`config.mk`:
```
export PLATFORM = sky130hd
export DESIGN_NAME = coin_collector_flat
export DESIGN_NICKNAME = d
export VERILOG_FILES = /design/src/rtl/coin_collector_if.sv /design/src/rtl/coin_collector.sv /design/src/flat_wrapper.sv
export SDC_FILE = /design/constraint.sdc
export NUM_CORES = 1
export LEC_CHECK = 0
export CAP_MARGIN = 25
export CELL_PAD_IN_SITES_DETAIL_PLACEMENT = 1
export CELL_PAD_IN_SITES_GLOBAL_PLACEMENT = 1
export CORE_UTILIZATION = 40
export CTS_CLUSTER_SIZE = 8
export DETAILED_ROUTE_END_ITERATION = 7
export PLACE_DENSITY_LB_ADDON = 0.1
export SLEW_MARGIN = 20
export SYNTH_ARGS = -nofsm -noshare
export SYNTH_HDL_FRONTEND = slang
export SYNTH_SLANG_ARGS = --single-unit
```
`constraint.sdc`:
```
create_clock -name clk -period 3.7 [get_ports clk]
set_input_delay 0.74 -clock clk [delete_from_list [all_inputs] [get_ports clk]]
set_output_delay 0.74 -clock clk [all_outputs]
set_load 0.01 [all_outputs]
```
`src/rtl/coin_collector_if.sv`:
```
// Payment bus between the coin front end and the vend/refund stages.
// The slave modport is the coin_collector side.
interface coin_collector_if;
  logic       coin_valid;
  logic [1:0] coin_type;
  logic       cancel;
  logic [7:0] price;
  logic       vend_ack;
  logic       refund_ack;
  logic [7:0] amount_paid;
  logic       paid_ok;
  logic       coin_reject;
  logic       refund_valid;
  logic [7:0] refund_amount;
  logic [1:0] state;

  modport master (
    output coin_valid, coin_type, cancel, price, vend_ack, refund_ack,
    input  amount_paid, paid_ok, coin_reject, refund_valid, refund_amount, state
  );

  modport slave (
    input  coin_valid, coin_type, cancel, price, vend_ack, refund_ack,
    output amount_paid, paid_ok, coin_reject, refund_valid, refund_amount, state
  );
endinterface

```
`src/rtl/coin_collector.sv`:
```
// Vending payment front end: accumulates coin credit, holds it for the vend stage or refunds it.
// Optional idle timeout refund enabled by defining COIN_TIMEOUT_EN.
module coin_collector #(
  parameter int MAX_AMOUNT     = 250,
  parameter int TIMEOUT_CYCLES = 1000
) (
  input logic             clk,
  input logic             reset,
  coin_collector_if.slave bus
);

  typedef enum logic [1:0] {
    IDLE    = 2'b00,
    COLLECT = 2'b01,
    HOLD    = 2'b10,
    REFUND  = 2'b11
  } state_t;

  if (TIMEOUT_CYCLES < 1 || TIMEOUT_CYCLES > 65535) begin : g_bad_timeout
    $error("coin_collector: TIMEOUT_CYCLES out of range 1..65535");
  end

  state_t     r_state;
  logic [7:0] r_amount;
  logic [7:0] r_refund_amt;
  logic       r_reject;
  logic       r_refund_vld;

  logic [8:0] w_coin;
  logic [8:0] w_sum;
  logic       w_fits;
  logic       w_paid_ok;
  logic       w_timeout;

  always_comb begin
    w_coin = 9'd1;
    case (bus.coin_type)
      2'b00: w_coin = 9'd1;
      2'b01: w_coin = 9'd5;
      2'b10: w_coin = 9'd10;
      2'b11: w_coin = 9'd25;
      default: w_coin = 9'd1;
    endcase
  end

  assign w_sum     = {1'b0, r_amount} + w_coin;
  assign w_fits    = (w_sum <= 9'(MAX_AMOUNT));
  assign w_paid_ok = (r_amount >= bus.price) && (bus.price != 8'd0);

`ifdef COIN_TIMEOUT_EN
  logic [15:0] r_idle_cnt;
  logic        w_coin_acc;

  // Counter only advances while we stay in COLLECT with nothing credited.
  assign w_coin_acc = bus.coin_valid && w_fits;
  assign w_timeout  = (r_state == COLLECT) && !w_coin_acc &&
                      (r_idle_cnt >= 16'(TIMEOUT_CYCLES - 1));

  always_ff @(posedge clk or negedge reset) begin
    if (!reset)
      r_idle_cnt <= 16'd0;
    else if (r_state == COLLECT && !bus.cancel && !w_timeout && !w_paid_ok && !w_coin_acc)
      r_idle_cnt <= r_idle_cnt + 16'd1;
    else
      r_idle_cnt <= 16'd0;
  end
`else
  assign w_timeout = 1'b0;
`endif

  always_ff @(posedge clk or negedge reset) begin
    if (!reset) begin
      r_state      <= IDLE;
      r_amount     <= 8'd0;
      r_refund_amt <= 8'd0;
      r_reject     <= 1'b0;
      r_refund_vld <= 1'b0;
    end else begin
      r_reject <= 1'b0;
      case (r_state)
        IDLE: begin
          if (bus.coin_valid) begin
            if (w_fits) begin
              r_amount <= w_sum[7:0];
              r_state  <= COLLECT;
            end else begin
              r_reject <= 1'b1;
            end
          end
        end
        COLLECT: begin
          if (bus.cancel || w_timeout) begin
            r_state      <= REFUND;
            r_refund_vld <= 1'b1;
            r_refund_amt <= r_amount;
            r_reject     <= bus.coin_valid;
          end else begin
            if (bus.coin_valid) begin
              if (w_fits) r_amount <= w_sum[7:0];
              else        r_reject <= 1'b1;
            end
            // Coin accepted on this edge is credited even though we leave COLLECT.
            if (w_paid_ok) r_state <= HOLD;
          end
        end
        HOLD: begin
          r_reject <= bus.coin_valid;
          if (bus.cancel) begin
            r_state      <= REFUND;
            r_refund_vld <= 1'b1;
            r_refund_amt <= r_amount;
          end else if (bus.vend_ack) begin
            r_amount <= 8'd0;
            r_state  <= IDLE;
          end else if (!w_paid_ok) begin
            r_state <= COLLECT;
          end
        end
        REFUND: begin
          r_reject <= bus.coin_valid;
          if (bus.refund_ack) begin
            r_amount     <= 8'd0;
            r_refund_amt <= 8'd0;
            r_refund_vld <= 1'b0;
            r_state      <= IDLE;
          end
        end
        default: r_state <= IDLE;
      endcase
    end
  end

  assign bus.amount_paid   = r_amount;
  assign bus.paid_ok       = w_paid_ok;
  assign bus.coin_reject   = r_reject;
  assign bus.refund_valid  = r_refund_vld;
  assign bus.refund_amount = r_refund_amt;
  assign bus.state         = r_state;

endmodule

```
`src/flat_wrapper.sv`:
```
// flat-port wrapper written by rule: the top's interface ports become plain ports
module coin_collector_flat 
#(
  parameter int MAX_AMOUNT     = 250,
  parameter int TIMEOUT_CYCLES = 1000
)
  (clk, reset, bus_coin_valid, bus_coin_type, bus_cancel, bus_price, bus_vend_ack, bus_refund_ack, bus_amount_paid, bus_paid_ok, bus_coin_reject, bus_refund_valid, bus_refund_amount, bus_state);
  coin_collector_if bus_i ();
  input logic clk;
  input logic reset;
  input wire logic [$bits(bus_i.coin_valid)-1:0] bus_coin_valid;
  input wire logic [$bits(bus_i.coin_type)-1:0] bus_coin_type;
  input wire logic [$bits(bus_i.cancel)-1:0] bus_cancel;
  input wire logic [$bits(bus_i.price)-1:0] bus_price;
  input wire logic [$bits(bus_i.vend_ack)-1:0] bus_vend_ack;
  input wire logic [$bits(bus_i.refund_ack)-1:0] bus_refund_ack;
  output wire logic [$bits(bus_i.amount_paid)-1:0] bus_amount_paid;
  output wire logic [$bits(bus_i.paid_ok)-1:0] bus_paid_ok;
  output wire logic [$bits(bus_i.coin_reject)-1:0] bus_coin_reject;
  output wire logic [$bits(bus_i.refund_valid)-1:0] bus_refund_valid;
  output wire logic [$bits(bus_i.refund_amount)-1:0] bus_refund_amount;
  output wire logic [$bits(bus_i.state)-1:0] bus_state;
  assign bus_i.coin_valid = bus_coin_valid;
  assign bus_i.coin_type = bus_coin_type;
  assign bus_i.cancel = bus_cancel;
  assign bus_i.price = bus_price;
  assign bus_i.vend_ack = bus_vend_ack;
  assign bus_i.refund_ack = bus_refund_ack;
  assign bus_amount_paid = bus_i.amount_paid;
  assign bus_paid_ok = bus_i.paid_ok;
  assign bus_coin_reject = bus_i.coin_reject;
  assign bus_refund_valid = bus_i.refund_valid;
  assign bus_refund_amount = bus_i.refund_amount;
  assign bus_state = bus_i.state;
  coin_collector #(.MAX_AMOUNT(MAX_AMOUNT), .TIMEOUT_CYCLES(TIMEOUT_CYCLES)) u_core (.clk(clk), .reset(reset), .bus(bus_i));
endmodule
```
==> results of run 1 <==
## worst min path at each step
stage / from / to / slack [ns] / cells after the start
6_report: u_core.bus.refund_valid / u_core.bus.refund_valid / 0.48 / 1
5_1_grt: u_core.bus.refund_valid / u_core.bus.refund_valid / 0.52 / 1
4_1_cts: u_core.bus.refund_valid / u_core.bus.refund_valid / 0.49 / 1
3_5_place_dp: u_core.bus.refund_valid / u_core.bus.refund_valid / 0.47 / 1
3_3_place_gp: u_core.bus.refund_valid / u_core.bus.refund_valid / 0.46 / 1
2_1_floorplan: reset / u_core.bus.amount_paid[0] / 0.44 / 0
## repair_timing
action                                  4_1_cts  5_1_grt
setup buffers                                 0        2
endpoints found under the hold margin         0        0
endpoints found under the setup margin        0        1
gates resized for setup                       0        1
## synth_stat cells (2+ instances only)
cell type and instances:
a22o_1 11, a21oi_1 8, nand2_1 5, ha_1 18, o21ai_0 4, nor4_1 2, dfrtp_1 20, nand4_1 3
a31oi_1 2, xor2_1 2, o2bb2ai_1 4, nand3_1 5, inv_1 17, nor2_1 6, nor3_2 2, mux2i_1 2
nand2b_1 7, a21o_1 3
## registers in the layout (all words and copies together) (netlist names)
register                  count
u_core.bus.coin_reject        1
u_core.bus.refund_amount      8
u_core.bus.refund_valid       1
u_core.bus.amount_paid        8
u_core.bus.state              2
## kinds of logic after synthesis
| kind of cell | count (synthesis) |
|---|---|
| XOR/XNOR | 4 |
| AO/OA/AOI/OAI | 48 |
| buffers and inverters | 21 |
| multiplexers | 2 |
| adder cells (fa/ha/maj) | 19 |
| flip-flops | 20 |
| AND/OR/NAND/NOR | 38 |
## power groups by stage
stage,registers [mW],logic [mW],clock network (mW)
floorplan,0.401,0.503,0
global placement,0.400,0.790,0
detailed placement,0.402,0.834,0
CTS,0.397,0.838,0.221
global route,0.410,0.920,0.228
finish,0.397,0.832,0.218
## critical path, stage by stage
cell,delay [ns]
clkdlybuf4s50_1,0.51
ha_1,0.23
nand2b_1,0.14
a2111o_1,0.42
a32o_1,0.29
clkdlybuf4s50_1,0.49
## final cells by class
| class | instances | area [sq um] | area share |
|---|---|---|---|
| multi-input cells | 111 | 923 | 0.460 |
| flip-flops and latches | 20 | 500 | 0.249 |
| repair buffers | 40 | 390 | 0.195 |
| inverters | 17 | 63.8 | 0.0318 |
| well taps | 46 | 57.6 | 0.0287 |
| clock buffers | 3 | 41.3 | 0.0206 |
| clock inverters | 1 | 30.0 | 0.0150 |
## per-stage QoR
step           hold slack, ns   util  power, mW  worst slack (ns)  cells
2_1_floorplan           0.444      -      0.904             0.646    152
6_report                0.483  0.579       1.45             0.145    238
4_1_cts                 0.487  0.573       1.46             0.125    236
3_5_place_dp            0.469  0.553       1.24           -0.0416    232
3_3_place_gp            0.458  0.553       1.19             0.106    232
5_1_grt                 0.521  0.579       1.56         -0.000982    238
## per-layer routing
layer  global-route usage  routed length (um)  up-vias
met1                0.262                1840      655
met5                    0                   0        -
met3               0.0326                 111        2
met4               0.0199                  18        0
met2                0.371                1980       28
li1                     -                   -      639
==> run summary, run 1 <==
The number of buffers inserted during clock tree synthesis came out at 3. The number of levels in the clock H-tree came out at 1. Between clock sinks in the finished design, the worst skew comes to 0.00676 ns. Summed over all cells, the static leakage comes to 0.957 nW.

The final period demand of the worst path came out at 3.56 ns. For this run the aggregate overflow at the end of global routing stands at 0. The most critical setup path has its startpoint at bus_price[0]. The commonest non-fill, non-tap cell in the layout is clkdlybuf4s50_1.

Entering global routing, the biggest net connects 21 pins. The clock slew seen by the registers of the worst setup and hold paths is 0.08 ns. The total track usage is 0.205. The fraction of layout instances using a drive strength above 1 came out at 0.104. The initial antenna violation count was 0.

The synthesized design spends more area on one cell type than any other, namely dfrtp_1. The highest achievable clock rate is 281 MHz. The switching power is 610 uW.

The post-detailed-route DRC marker count is 0. The placement-stage cell area is 1920 sq um. The share of flip-flops with an asynchronous set or reset after synthesis is 1.00. The worst hold path belongs to the class flip-flop to flip-flop.

The synthesized netlist cell count came out at 152. The clock passes through at most 2 buffers. The post-synthesis mux area share is 0.0133.

Measured along the x axis, the die boundary spans 63.4 um. Measured against its own limit, the worst slew margin works out to 0.401. The share of total power dissipated in combinational logic is 0.575. The count of hold-fix buffers inserted at cts is 0. The minimum setup slack among reg-to-reg paths is 0.80 ns. The number of failing hold endpoints at the final stage came out at 0. At the pin with the least slew margin, the transition time is 0.895 ns. The setup path with the least slack is of type input pin to output port. The average via count per standard cell is 5.56. The simple-gate share of the synthesized area is 0.148. TritonCTS built the clock tree. The critical path ends at bus_paid_ok. The portion of the post-synthesis area used by sequential elements is 0.331.

The share of total power consumed by net switching is 0.421. Ranked by total cell area, the synthesized netlist is headed by dfrtp_1 (33%), ha_1 (15%), a22o_1 (6.4%), inv_1 (4.2%), nand2b_1 (2.9%). The startpoint identified for the worst register-to-register timing path is u_core.bus.amount_paid[0].

The worst setup path is launched from an input pin. In this run the tool buffered the top-level ports with 36 buffer cells. The count of clock tree sinks is 20. The data required time at the worst endpoint came out at 2.96 ns. The starting DRC count in detailed routing is 22. After floorplanning, the core was sized to cover 3470 sq um. The total number of nets in the final design came out at 228. In this run, distinct cell masters in the synthesized netlist total 49. The number of enable flip-flop cells after synthesis is 0. The synthesized-area fraction occupied by ao, oa, aoi and oai cells is 0.257. Of the available clock period, the critical path in the final layout requires 0.961.

In this run the remaining antenna-violating nets after routing total 0. The clock network power share is 0.151. The number of antenna diodes in the final layout is 0. The number of nets produced by synthesis is 187. The adder-cell share of the synthesized area came out at 0.162.

The peak supply drop is 0.424 mV. The via count of the first global-routing pass is 1364. The final sum of negative setup slack came out at 0 ns. The synthesis-to-finish area growth is 32.9%. The endpoint of the worst register-to-register path is u_core.bus.amount_paid[6]. The first detailed-routing pass ran for 4 iterations.

The arrival time at the worst endpoint is 2.82 ns. The xor/xnor cell area share of the yosys netlist is 0.0282. The first global-routing pass estimated 6.50 mm of wire.

After synthesis, the largest family of logic cells by area is compound AO/OA/AOI/OAI gates. The effective utilization at floorplan came out at 0.435. The area of the mapped netlist is 1510 sq um. The final wirelength is 3.95 mm. The prevailing post-synth register cell is dfrtp_1. The final non-filler cell area is 2010 sq um. The total via count in the routed design is 1324. The count of warnings emitted by yosys is 0.

The endpoint class of the critical path is an output port. The largest driver fanout on the critical path is 2. The estimated wirelength of the detail-placed design came out at 3.24 mm. The count of standard-cell rows is 21. The top-level I/O count came out at 37. Setup violations remaining at the end of the flow were counted as 0. The number of fill cells is 409.

The total of max-cap violations is 0. The power per cell area came out at 721 nW/um^2. The flow ran to the end, and the final reports show no timing, DRC or antenna violations. The cell sitting at the root of the clock tree is a clkbuf_8. The y dimension of the die came out at 63.4 um. The internal power came out at 837 uW.

The number of flip-flops and latches in the synthesized netlist is 20. At the end of routability-driven placement, the weighted congestion stood at 0.878. The proportion of netlist area held by the largest area contributor is 0.331. The average wire length per cell after detail routing came out at 16.6 um. The relative contribution of sequential cells to total power is 0.274. The total die area came out at 4030 sq um. The top cell types in the final layout, fill and taps aside, are clkdlybuf4s50_1 (36), dfrtp_1 (20), ha_1 (18), inv_1 (17), a22o_1 (11). The number of pins exceeding their max-slew limit in the final report is 0. A synthesized cell averages 9.94 sq um. The number of cells on the worst reg-to-reg path came out at 10. The insertion delay of the later-clocked pin in the worst-skew pair came out at 0.26 ns.
Power figures use the tool's default switching activity.
==> run 2, diff against run 1 <==
--- a/config.mk
+++ b/config.mk
@@ -8,11 +8,13 @@
 export CAP_MARGIN = 25
 export CELL_PAD_IN_SITES_DETAIL_PLACEMENT = 1
 export CELL_PAD_IN_SITES_GLOBAL_PLACEMENT = 1
+export CORE_ASPECT_RATIO = 0.5
 export CORE_UTILIZATION = 40
 export CTS_CLUSTER_SIZE = 8
 export DETAILED_ROUTE_END_ITERATION = 7
+export GPL_ROUTABILITY_DRIVEN = 0
 export PLACE_DENSITY_LB_ADDON = 0.1
-export SLEW_MARGIN = 20
+export SLEW_MARGIN = 30
 export SYNTH_ARGS = -nofsm -noshare
 export SYNTH_HDL_FRONTEND = slang
 export SYNTH_SLANG_ARGS = --single-unit
==> run summary, run 2 (synthesis results as in run 1) <==
The via count of the first global-routing pass came out at 1266. The total of max-cap violations is 0. The clock slew seen by the registers of the worst setup and hold paths is 0.08 ns. The number of failing hold endpoints at the final stage came to 0. Entering global routing, the biggest net connects 21 pins. STA classifies the critical path startpoint as an input pin. The fraction of layout instances using a drive strength above 1 is 0.0995. At the pin with the least slew margin, the transition time is 0.708 ns.

Pin placement for this block handled 37 I/O pins. The floorplan step set the die height to 45.5 um. The first global-routing pass estimated 6.22 mm of wire.

The commonest non-fill, non-tap cell in the layout is clkdlybuf4s50_1. The flow ran to the end, and the final reports show no timing, DRC or antenna violations. The final-report setup violation count came out at 0. The total track usage came out at 0.215.

Hold timing on the final database bottoms out at a slack of 0.400 ns. The number of levels in the clock H-tree came out at 1. The placement-stage cell area came out at 1930 sq um. The number of search-and-repair iterations in the first detailed-routing pass is 4.

In this run, post-CTS hold repair placed 0 buffers. The die covers 4040 sq um. No sink is reached through more buffers than the 2 on the longest clock path. The arrival time at the worst endpoint came out at 2.80 ns.

The launch instance of the worst register-to-register path is u_core.bus.amount_paid[0]. The starting DRC count in detailed routing is 83. The count of clock tree sinks came out at 20. The post-route antenna net violation count is 0. The data required time at the worst endpoint came out at 2.96 ns. The most critical setup path has its startpoint at bus_price[0]. The count of standard-cell rows is 15. The effective utilization at floorplan is 0.428. CTS placed an instance of clkbuf_8 at the clock tree root. After detailed routing, the number of vias per cell comes to 5.43. The largest driver fanout on the critical path came out at 2. The total setup buffers inserted after CTS is 0.

The final wirelength came out at 3.91 mm. The power per cell area came out at 719 nW/um^2. At the end of the flow, the number of nets in the layout was 227. Summed over all failing endpoints, the final setup total negative slack is 0 ns. The width of the chip came out at 88.9 um.

Setup repair after global routing left no endpoint under its margin. The setup clock skew after layout is 0.0131 ns. Subtracting the final worst setup slack from the clock period gives 3.54 ns. Leaving out fill and tap cells, the most frequent cells in the layout are clkdlybuf4s50_1 (35), dfrtp_1 (20), ha_1 (18), inv_1 (17), a22o_1 (11). Measured against its own limit, the worst slew margin works out to 0.526. The number of diodes came out at 0. The number of pins exceeding their max-slew limit in the final report came out at 0. The period utilization is 0.957.

The critical path class is input pin to output port. The worst min-delay path class is input pin to asynchronous set/reset pin. The highest achievable clock rate came out at 283 MHz.

The peak supply drop is 0.481 mV. The total core area is 3530 sq um. The wire-length estimate of the detail-placed layout is 3.12 mm. The static leakage is 0.953 nW. The total via count in the routed design is 1315. The post-detailed-route DRC marker count is 0. TritonCTS built the clock tree. The insertion delay of the later-clocked pin in the worst-skew pair is 0.27 ns. The final non-filler cell area came out at 2000 sq um. STA classifies the critical path endpoint as an output port.

The average wire length per cell after detail routing came out at 16.2 um. The synthesis-to-finish area growth came out at 32.2%. The post-cts repair resize count is 0. TritonCTS created 3 clock buffers. Input and output buffers added on the ports amount to 36. The initial antenna violation count came out at 0. The remaining global-route overflow came out at 0.
-- run 2: worst paths after layout --
path / slack [ns] / end / cells after the start
worst max-delay path: 0.16 / bus_paid_ok / 6
worst min-delay path: 0.40 / u_core.bus.refund_amount[7] / 1
worst max register to register: 0.77 / u_core.bus.amount_paid[6] / 10
worst min register to register: 0.48 / u_core.bus.refund_valid / 1
max in group asynchronous: 2.99 / u_core.bus.amount_paid[5] / 1
min in group clk: 0.48 / u_core.bus.refund_valid / 1
-- run 2: layout make-up --
cell class | count | area (sq um)
Inverter | 17 | 63.8
Fill cell | 410 | 1530
Clock inverter | 1 | 30.0
Clock buffer | 3 | 41.3
Timing Repair Buffer | 39 | 378
Multi-Input combinational cell | 111 | 920
Tap cell | 51 | 63.8
Sequential cell | 20 | 500
-- run 2: stage by stage --
stage | total power, mW | std cells | utilization | worst slack, ns
2_1_floorplan | 0.904 | 152 | - | 0.646
3_3_place_gp | 1.20 | 238 | 0.547 | 0.111
3_5_place_dp | 1.22 | 238 | 0.547 | 0.0200
4_1_cts | 1.45 | 242 | 0.567 | 0.161
5_1_grt | 1.55 | 242 | 0.566 | 0.0889
6_report | 1.44 | 242 | 0.566 | 0.161
-- run 2: metal layers --
| layer | vias up | global-route usage | routed length [um] |
|---|---|---|---|
| li1 | 634 | - | - |
| met1 | 647 | 0.303 | 2070 |
| met2 | 30 | 0.337 | 1630 |
| met3 | 4 | 0.0489 | 170 |
| met4 | 0 | 0.0581 | 40 |
| met5 | - | 0 | 0 |
-- run 2: power by group --
group	switching, mW	internal, mW	total (mW)
registers	0.0969	0.298	0.395
clock network	0.0760	0.145	0.221
logic	0.430	0.392	0.822
total	0.602	0.834	1.44
-- run 2: critical path, stage by stage --
cell and delay [ns]:
clkdlybuf4s50_1 0.49, ha_1 0.22, nand2b_1 0.14, a2111o_1 0.41, a32o_1 0.31, clkdlybuf4s50_1 0.50
==> run 3, diff against run 2 <==
--- a/config.mk
+++ b/config.mk
@@ -5,7 +5,6 @@
 export SDC_FILE = /design/constraint.sdc
 export NUM_CORES = 1
 export LEC_CHECK = 0
-export CAP_MARGIN = 25
 export CELL_PAD_IN_SITES_DETAIL_PLACEMENT = 1
 export CELL_PAD_IN_SITES_GLOBAL_PLACEMENT = 1
 export CORE_ASPECT_RATIO = 0.5
==> results of run 3 <==
No change in the layout: final DEF, timing and power equal those of run 2.
